$ cat config.mk
export PLATFORM = sky130hd
export DESIGN_NAME = seven_seg_reader_flat
export DESIGN_NICKNAME = d
export VERILOG_FILES = /design/src/rtl/seven_seg_reader_if.sv /design/src/rtl/seven_seg_reader.sv /design/src/flat_wrapper.sv
export SDC_FILE = /design/constraint.sdc
export NUM_CORES = 1
export LEC_CHECK = 0
export CORE_ASPECT_RATIO = 1.4
export CORE_MARGIN = 2
export CORE_UTILIZATION = 50
export DETAILED_ROUTE_END_ITERATION = 12
export PLACE_DENSITY = 0.82
export RECOVER_POWER = 50
export SLEW_MARGIN = 0
export SYNTH_ARGS = -nofsm -noshare
export SYNTH_HDL_FRONTEND = slang
export SYNTH_SLANG_ARGS = --single-unit
$ cat constraint.sdc
create_clock -name clk -period 3.05 [get_ports clk]
set_input_delay 0.4575 -clock clk [delete_from_list [all_inputs] [get_ports clk]]
set_output_delay 0.4575 -clock clk [all_outputs]
set_load 0.05 [all_outputs]
$ cat src/rtl/seven_seg_reader_if.sv
// ---------------------------------------------------------------------------
// seven_seg_reader_if
//   Bundles the display pins watched by seven_seg_reader and its decoded
//   result valid/ready port.
//   Build macro: ERR_CNT_EN adds err_cnt (accepted-error counter).
//   Signals:
//     seg_a, seg_b  [0:6] active-low abcdefg buses (tens / ones), bit0=a
//     val           [3:0] decoded value (0 on error)
//     val_err             result is illegal / out of range
//     val_valid           result held until accepted
//     val_ready           consumer accept strobe
//     err_cnt       [7:0] (ERR_CNT_EN) accepted error results, saturating
//   Modports: master = reader side, slave = display/consumer side.
// ---------------------------------------------------------------------------
interface seven_seg_reader_if;
    logic [0:6] seg_a;
    logic [0:6] seg_b;
    logic [3:0] val;
    logic       val_err;
    logic       val_valid;
    logic       val_ready;
`ifdef ERR_CNT_EN
    logic [7:0] err_cnt;

    modport master (input seg_a, seg_b, val_ready,
                    output val, val_err, val_valid, err_cnt);
    modport slave  (output seg_a, seg_b, val_ready,
                    input val, val_err, val_valid, err_cnt);
`else
    modport master (input seg_a, seg_b, val_ready,
                    output val, val_err, val_valid);
    modport slave  (output seg_a, seg_b, val_ready,
                    input val, val_err, val_valid);
`endif
endinterface

$ cat src/rtl/seven_seg_reader.sv
// ---------------------------------------------------------------------------
// seven_seg_reader
//   Debounces a two-digit active-low seven-segment display and decodes each
//   distinct stable pattern once into a 4-bit value on a valid/ready port.
//   Build macro: ERR_CNT_EN adds the err_cnt output/counter.
//   Parameters:
//     STABLE_CYCLES  identical samples needed before decoding (>=1)
//     BLANK_IS_ERR   1: all-blank display reports an error; 0: ignored
//   Ports:
//     clk   rising-edge clock
//     rst   synchronous active-high reset
//     bus   seven_seg_reader_if.master (pins in, result out)
// ---------------------------------------------------------------------------
module seven_seg_reader #(
    parameter int STABLE_CYCLES = 4,
    parameter bit BLANK_IS_ERR  = 1'b0
) (
    input  logic               clk,
    input  logic               rst,
    seven_seg_reader_if.master bus
);
    localparam int            CW      = (STABLE_CYCLES > 1) ? $clog2(STABLE_CYCLES) : 1;
    localparam logic [CW-1:0] CNT_TOP = CW'(STABLE_CYCLES - 1);
    localparam logic [0:6]    BLANK   = 7'b1111111;
    localparam logic [0:6]    TENS_1  = 7'b1001111;

    typedef enum logic [1:0] {TRACK = 2'd0, EMIT = 2'd1, LOCK = 2'd2} state_e;

    // {blank, err, val}
    function automatic logic [5:0] decode(input logic [0:6] ta, input logic [0:6] ob);
        logic [3:0] o;
        logic       o_ok;
        logic       o_bl;
        logic       t_bl;
        logic       t_one;
        logic [4:0] sum;
        o    = 4'd0;
        o_ok = 1'b1;
        o_bl = 1'b0;
        case (ob)
            7'b0000001: o = 4'd0;
            7'b1001111: o = 4'd1;
            7'b0010010: o = 4'd2;
            7'b0000110: o = 4'd3;
            7'b1001100: o = 4'd4;
            7'b0100100: o = 4'd5;
            7'b0100000: o = 4'd6;
            7'b0001111: o = 4'd7;
            7'b0000000: o = 4'd8;
            7'b0000100: o = 4'd9;
            7'b1111111: o_bl = 1'b1;
            default:    o_ok = 1'b0;
        endcase
        t_bl  = (ta == BLANK);
        t_one = (ta == TENS_1);
        sum   = 5'd10 + {1'b0, o};
        if (t_bl && o_bl)
            return BLANK_IS_ERR ? 6'b010000 : 6'b100000;
        if (!(t_bl || t_one) || !o_ok || (t_one && o_bl))
            return 6'b010000;
        if (t_one)
            return (sum > 5'd15) ? 6'b010000 : {2'b00, sum[3:0]};
        return {2'b00, o};
    endfunction

    state_e        state_q, state_d;
    logic [0:6]    seg_a_q, seg_b_q;   // registered pins; all logic uses these
    logic [0:6]    cap_a_q, cap_b_q;   // pattern being debounced
    logic [CW-1:0] cnt_q, cnt_d;
    logic [CW-1:0] cnt_trk;
    logic [3:0]    res_val_q;          // decoded result parked until the slot frees
    logic          res_err_q;
    logic [3:0]    val_q;
    logic          val_err_q, val_valid_q;
    logic [5:0]    samp_dec;
    logic          samp_eq, hit, slot_free;
    logic          cap_ld, res_ld, emit_ld;

    assign samp_eq   = (seg_a_q == cap_a_q) && (seg_b_q == cap_b_q);
    assign samp_dec  = decode(seg_a_q, seg_b_q);
    assign slot_free = !val_valid_q || bus.val_ready;

    // Counter as it would be after this edge in TRACK; a changed sample
    // restarts at 0, so STABLE_CYCLES=1 decodes on the load edge itself.
    assign cnt_trk = !samp_eq ? '0 : (cnt_q == CNT_TOP) ? cnt_q : cnt_q + CW'(1);
    assign hit     = (cnt_trk == CNT_TOP);

    // State register
    always_ff @(posedge clk) begin
        if (rst) state_q <= TRACK;
        else     state_q <= state_d;
    end

    // Next state
    always_comb begin
        state_d = state_q;
        case (state_q)
            TRACK:   if (hit) state_d = samp_dec[5] ? LOCK : EMIT;
            EMIT:    if (slot_free) state_d = samp_eq ? LOCK : TRACK;
            LOCK:    if (!samp_eq) state_d = TRACK;
            default: state_d = TRACK;
        endcase
    end

    // FSM outputs: datapath load strobes and next counter value
    always_comb begin
        cap_ld  = 1'b0;
        res_ld  = 1'b0;
        emit_ld = 1'b0;
        cnt_d   = cnt_q;
        case (state_q)
            TRACK: begin
                cap_ld = !samp_eq;
                cnt_d  = cnt_trk;
                res_ld = hit;
            end
            EMIT: begin
                // Pin changes while waiting are ignored; the new pattern is
                // picked up only once the held result has been delivered.
                emit_ld = slot_free;
                if (slot_free && !samp_eq) begin
                    cap_ld = 1'b1;
                    cnt_d  = '0;
                end
            end
            LOCK: begin
                if (!samp_eq) begin
                    cap_ld = 1'b1;
                    cnt_d  = '0;
                end
            end
            default: cnt_d = '0;
        endcase
    end

    // Datapath
    always_ff @(posedge clk) begin
        if (rst) begin
            seg_a_q     <= BLANK;
            seg_b_q     <= BLANK;
            cap_a_q     <= BLANK;
            cap_b_q     <= BLANK;
            cnt_q       <= '0;
            res_val_q   <= 4'd0;
            res_err_q   <= 1'b0;
            val_q       <= 4'd0;
            val_err_q   <= 1'b0;
            val_valid_q <= 1'b0;
        end else begin
            seg_a_q <= bus.seg_a;
            seg_b_q <= bus.seg_b;
            cnt_q   <= cnt_d;
            if (cap_ld) begin
                cap_a_q <= seg_a_q;
                cap_b_q <= seg_b_q;
            end
            if (res_ld) begin
                res_val_q <= samp_dec[3:0];
                res_err_q <= samp_dec[4];
            end
            // Load wins over accept so back-to-back results have no bubble.
            if (emit_ld) begin
                val_q       <= res_val_q;
                val_err_q   <= res_err_q;
                val_valid_q <= 1'b1;
            end else if (val_valid_q && bus.val_ready) begin
                val_valid_q <= 1'b0;
            end
        end
    end

    assign bus.val       = val_q;
    assign bus.val_err   = val_err_q;
    assign bus.val_valid = val_valid_q;

`ifdef ERR_CNT_EN
    logic [7:0] err_cnt_q;
    always_ff @(posedge clk) begin
        if (rst)
            err_cnt_q <= 8'd0;
        else if (val_valid_q && bus.val_ready && val_err_q && (err_cnt_q != 8'hFF))
            err_cnt_q <= err_cnt_q + 8'd1;
    end
    assign bus.err_cnt = err_cnt_q;
`endif
endmodule

$ cat src/flat_wrapper.sv
// flat-port wrapper written by rule: the top's interface ports become plain ports
module seven_seg_reader_flat 
#(
    parameter int STABLE_CYCLES = 4,
    parameter bit BLANK_IS_ERR  = 1'b0
)
  (clk, rst, bus_seg_a, bus_seg_b, bus_val_ready, bus_val, bus_val_err, bus_val_valid);
  seven_seg_reader_if bus_i ();
  input  logic clk;
  input  logic rst;
  input wire logic [$bits(bus_i.seg_a)-1:0] bus_seg_a;
  input wire logic [$bits(bus_i.seg_b)-1:0] bus_seg_b;
  input wire logic [$bits(bus_i.val_ready)-1:0] bus_val_ready;
  output wire logic [$bits(bus_i.val)-1:0] bus_val;
  output wire logic [$bits(bus_i.val_err)-1:0] bus_val_err;
  output wire logic [$bits(bus_i.val_valid)-1:0] bus_val_valid;
  assign bus_i.seg_a = bus_seg_a;
  assign bus_i.seg_b = bus_seg_b;
  assign bus_i.val_ready = bus_val_ready;
  assign bus_val = bus_i.val;
  assign bus_val_err = bus_i.val_err;
  assign bus_val_valid = bus_i.val_valid;
  seven_seg_reader #(.STABLE_CYCLES(STABLE_CYCLES), .BLANK_IS_ERR(BLANK_IS_ERR)) u_core (.clk(clk), .rst(rst), .bus(bus_i));
endmodule
**After elaboration in Yosys (flattened, before gate mapping)**

Index checks and enable logic that the tools add are counted.

- Bits in registers: 43
- Bits in latches: 0
- Memory bits (writable): 0
- ROM bits: 0
- Input bits: 17
- Memories kept: 0

- Add/subtract/negate cells: 2
- Multipliers: 0
- Divide/modulo/power cells: 0
- Order comparisons: 1
- Equal/unequal tests: 22
- Shift operators: 0
- Mux-type cells: 33
- Bitwise logic cells: 0
- Reduce and logical (&&, ||, !) cells: 19

Operator list:

| kind | number |
|---|---|
| $mux W6 | 6 |
| $pmux W4 S9 | 1 |
| $eq A7 B7 Y1 const B | 5 |
| $mux W2 | 8 |
| $eq A7 B3 Y1 const B | 2 |
| $eq A7 B6 Y1 const B | 2 |
| $eq A7 B7 Y1 | 2 |
| $mux W1 | 14 |
| $pmux W2 S3 | 2 |
| $reduce_or A11 Y1 | 1 |
| $eq A7 B1 Y1 const B | 1 |
| $eq A7 B4 Y1 const B | 1 |
| $eq A7 B5 Y1 const B | 1 |
| $logic_not A7 Y1 | 1 |
| $eq A2 B2 Y1 const B | 3 |
| $ne A2 B1 Y1 const B | 3 |
| $add A4 B4 Y5 const A | 1 |
| $gt A5 B4 Y1 const B | 1 |
| $logic_and A1 B1 Y1 | 5 |
| $mux W5 | 1 |
| $logic_not A1 Y1 | 4 |
| $logic_or A1 B1 Y1 | 4 |
| $pmux W1 S3 | 1 |
| $reduce_and A3 Y1 | 1 |
| other kinds (6) | 6 |

**Logic depth before layout (Yosys ltp)**

- Depth in word-level cells: 16
- Depth in mapped cells: 11
- Mapped depth without buffers: 10

**Least setup slack after synthesis**

No wires, ideal clock.

- Path type: reg2reg
- Start point: register u_core.seg_b_q[2] (netlist name)
- End point: register u_core.res_val_q[1]
- Setup time: 69 ps
- Arrival: 2564 ps
- Setup slack: 417 ps
- Cell stages (with the launch flop): 12
- Buffers on the path: 1
- Clock period less this slack: 2633 ps
- Cells stage by stage: dfxtp_1 > clkbuf_1 > or3b_2 > nor2_1 > a21oi_1 > o21ai_0 > inv_1 > ha_1 > nor2b_1 > o41ai_1 > a2111o_1 > o21ai_1

- Longest elaborated chain between the ends: 11
- Elaborated cells between the ends (all ways): 36
- Those cells by class: 1 x add/sub; 1 x order compare; 12 x eq/ne; 14 x mux; 8 x reduce/logical

RTL lines:

| what | RTL line | RTL |
|---|---|---|
| from (decl) | seven_seg_reader.sv:67 | `logic [0:6] seg_a_q, seg_b_q;` |
| from (signal assigned) | seven_seg_reader.sv:151 | `seg_b_q <= bus.seg_b;` |
| parallel branches: the longest is 11 deep, another holds $add A4 B4 Y5 | n/a |  |
| to (signal assigned) | seven_seg_reader.sv:158 | `res_val_q <= samp_dec[3:0];` |
| to (decl) | seven_seg_reader.sv:71 | `logic [3:0] res_val_q;` |

Several ways; the timed one is not identified. The select of a mux whose other input is x is not followed.
A chain may end at the register's enable or synchronous reset.

**Worst setup path after layout**

- Start point: register u_core.seg_b_q[6] (netlist name)
- End point: register u_core.res_val_q[3]

The elaborated chain is that of the path after synthesis.

==> results_dict.tcl <==
set metrics [dict create \
    r2r-start "u_core.seg_b_q[6]" \
    drt-pass1-iter-count 4 \
    hold_path.class "reg2reg" \
    grt_overflow 0 \
    synth_nets 250 \
    drtIter0Drc 44 \
    peakVddDrop_v 0.0003637 \
    viasPerCell 5.481 \
    grtUsageTotal 0.1783 \
    min_from "u_core.res_val_q[3]" \
    tns_ps 0 \
    syn_inst 231 \
    place.gp.congestion 0.8261 \
    synth_top_family_by_area "simple AND/OR/NAND/NOR gates" \
    synth_xor_area_frac 0.07673 \
    synth_compound_area_frac 0.1719 \
    synth_ff_type "dfxtp_1" \
    synth.ff_latch_count 43 \
    p_per_area_nw_per_um2 442.8 \
    drc 0 \
    yosysWarningCount 0 \
    p_leak_nw 0.8680 \
    grt_setup_unrepaired "no" \
    crit_slowest_cell "or3b_2" \
    io_buffers 22 \
    cts_setup_buffers 0 \
    drv_cap 0 \
    die_area_um2 4610 \
    ioPinCount 23 \
    outcome "finished, final reports clean" \
    cts_buffers 5 \
    synth_cell_types 45 \
    worst_pin_slew_ps 1470 \
    grt_max_degree 44 \
    antenna_found_initial 0 \
    diodes 0 \
    postSynth.asyncResetShare 0 \
    dieHeight_um 79.55 \
    clock_sinks 43 \
    setup_viol 0 \
    routedWlPerCell_um 12.78 \
    initial_core_util 0.5201 \
    finalHoldViolations 0 \
    slew_viol_final 0 \
    avgSynthCellArea_um2 8.823 \
    clockBufferDepth 2 \
    worst_setup_path_start_kind "flip-flop" \
    seq_area_frac_synth 0.4223 \
    num_vias 1595 \
    synth_mux_area_frac 0.03008 \
    critical-path-top-delay-family "compound AO/OA/AOI/OAI gates" \
    final_cell_mix "dfxtp_1, nor2_1, a21oi_1" \
    syn_to_final_growth_pct 14.86 \
    cts_hold_buf 0 \
    post-route-min-period_ps 2748 \
    drt-total-wl_mm 3.720 \
    cts_htree_levels 2 \
    r2r.worst_path.cells 10 \
    nFillCells 338 \
    crit_chain "or3b_2, nor2_1, a21oi_1, o21ai_1, inv_1, ha_1, nor2b_1, o41ai_1, a2111o_1, o21ai_1" \
    cp_max_fo 9 \
    clkLatencyLatePin_ps 300 \
    max_slew_margin 0.02028 \
    fmax_mhz 363.9 \
    die_w_um 57.96 \
    end_kind "flip-flop" \
    timing.rr.end "u_core.res_val_q[3]" \
    post-route-period-util 0.9009 \
    rows 27 \
    min_path_cells 2 \
    drive_gt1_frac 0.1250 \
    grt_first_pass_wirelength_mm 6.244 \
    setup.worst_path.class "reg2reg" \
    cp.required_ps 3240 \
    cts_resized 0 \
    cts-root-buf "clkbuf_8" \
    clk_pin_slew_ps 70 \
    yosys.area_share.adder 0.01228 \
    dp_hpwl_mm 2.624 \
    clock_skew_ps 10.53 \
    fin_nets 267 \
    ant_nets 0 \
    synthSimpleGateAreaFrac 0.2437 \
    grt_pass1_vias 1501 \
    synth_edf_count 0 \
    layout_commonest_cell "dfxtp_1" \
    slowest_delay_ps 490 \
    syn_area_um2 2038 \
    coreArea_um2 3919 \
    hold_end "u_core.res_val_q[3]" \
    r2r_setup_slack_ps 300 \
    worst_path_most_repeated_cell "o21ai_1" \
    path_buf_inv 1 \
    cp_data_arrival_time_ps 2940 \
    power_w 0.001037 \
    cts_tree "done" \
]
-- logic make-up (layout without fill, tap and decap cells) --
group | Yosys count | after routing
mux | 6 | 6
buf+inv | 19 | 36
simple gates | 89 | 89
xor+xnor | 17 | 17
flops | 43 | 43
fa+ha+maj | 2 | 2
compound gates | 55 | 55
-- per-stage QoR --
step           setup slack [ps]  utilization  hold slack [ps]  instances  cell area [um^2]
5_1_grt                   102.4       0.5974            502.2        291              2341
3_5_place_dp              190.0       0.5773            467.6        284              2262
2_1_floorplan             417.1            -            451.5        231              2038
4_1_cts                   188.4       0.5983            480.5        291              2345
3_3_place_gp              303.9       0.5773            464.1        284              2262
6_report                  302.1       0.5974            487.2        291              2341
-- cells in the mapped netlist (2+ instances only) --
library cell | number | area [um^2]
a211oi_1 | 3 | 22.52
a21oi_1 | 19 | 95.09
buf_6 | 2 | 22.52
clkbuf_1 | 12 | 45.04
dfxtp_1 | 43 | 860.8
ha_1 | 2 | 25.02
inv_1 | 4 | 15.01
mux2i_1 | 5 | 50.05
nand2_1 | 10 | 37.54
nand2b_1 | 4 | 25.02
nand3_1 | 4 | 20.02
nand3b_1 | 5 | 37.54
nor2_1 | 29 | 108.9
nor2b_1 | 2 | 12.51
nor3_1 | 5 | 25.02
nor4_1 | 2 | 12.51
nor4b_1 | 2 | 17.52
o21ai_0 | 6 | 30.03
o21ai_1 | 5 | 25.02
o21bai_1 | 13 | 97.59
or2_2 | 16 | 100.1
xnor2_1 | 2 | 17.52
xor2_1 | 14 | 122.6
-- layer usage --
layer  up-vias  global-route usage  routed length [um]
li1        826                   -                   -
met1       736              0.1777                1604
met2        26              0.3170                1904
met3         7             0.05348                 120
met4         0              0.1070                  91
met5         -                   0                   0
-- area by class of cell --
cell class	instances	area [um^2]	share of cell area
multi-input combinational	169	1090	0.4655
sequential	43	860.8	0.3677
timing repair buffer	25	239.0	0.1021
clock buffer	5	68.82	0.02940
tap	43	53.80	0.02298
inverter	4	15.01	0.006414
clock inverter	2	13.76	0.005879
-- tightest hold or removal path, cell delays in order (launching register included) --
cell and delay, ps:
dfxtp_1 310, nand3b_1 70, o21ai_1 60
-- worst max-delay path by stage --
stage | cells after the start | endpoint | start | slack (ps)
after floorplan | 11 | u_core.res_val_q[1] | u_core.seg_b_q[2] | 420
after global placement | 10 | u_core.res_val_q[1] | u_core.seg_b_q[6] | 300
after detailed placement | 10 | u_core.res_val_q[0] | u_core.seg_b_q[6] | 190
after CTS | 10 | u_core.res_val_q[0] | u_core.seg_b_q[6] | 190
after global routing | 10 | u_core.res_val_q[2] | u_core.seg_b_q[6] | 100
final | 10 | u_core.res_val_q[3] | u_core.seg_b_q[6] | 300
-- sequential cells by signal, indices dropped and copies added (netlist names) --
name                  flops
u_core.cap_a_q            7
u_core.cap_b_q            7
u_core.seg_a_q            7
u_core.seg_b_q            7
u_core.bus.val            4
u_core.res_val_q          4
u_core.cnt_q              2
u_core.state_q            2
u_core.bus.val_err        1
u_core.bus.val_valid      1
u_core.res_err_q          1
-- power breakdown --
part	internal [W]	switching, W	total (W)
Sequential	0.000579	0.0000231	0.000602
Clock	0.000156	0.000189	0.000345
Combinational	0.0000525	0.0000366	0.0000892
Total	0.000788	0.000249	0.00104
Power figures use the tool's default switching activity.
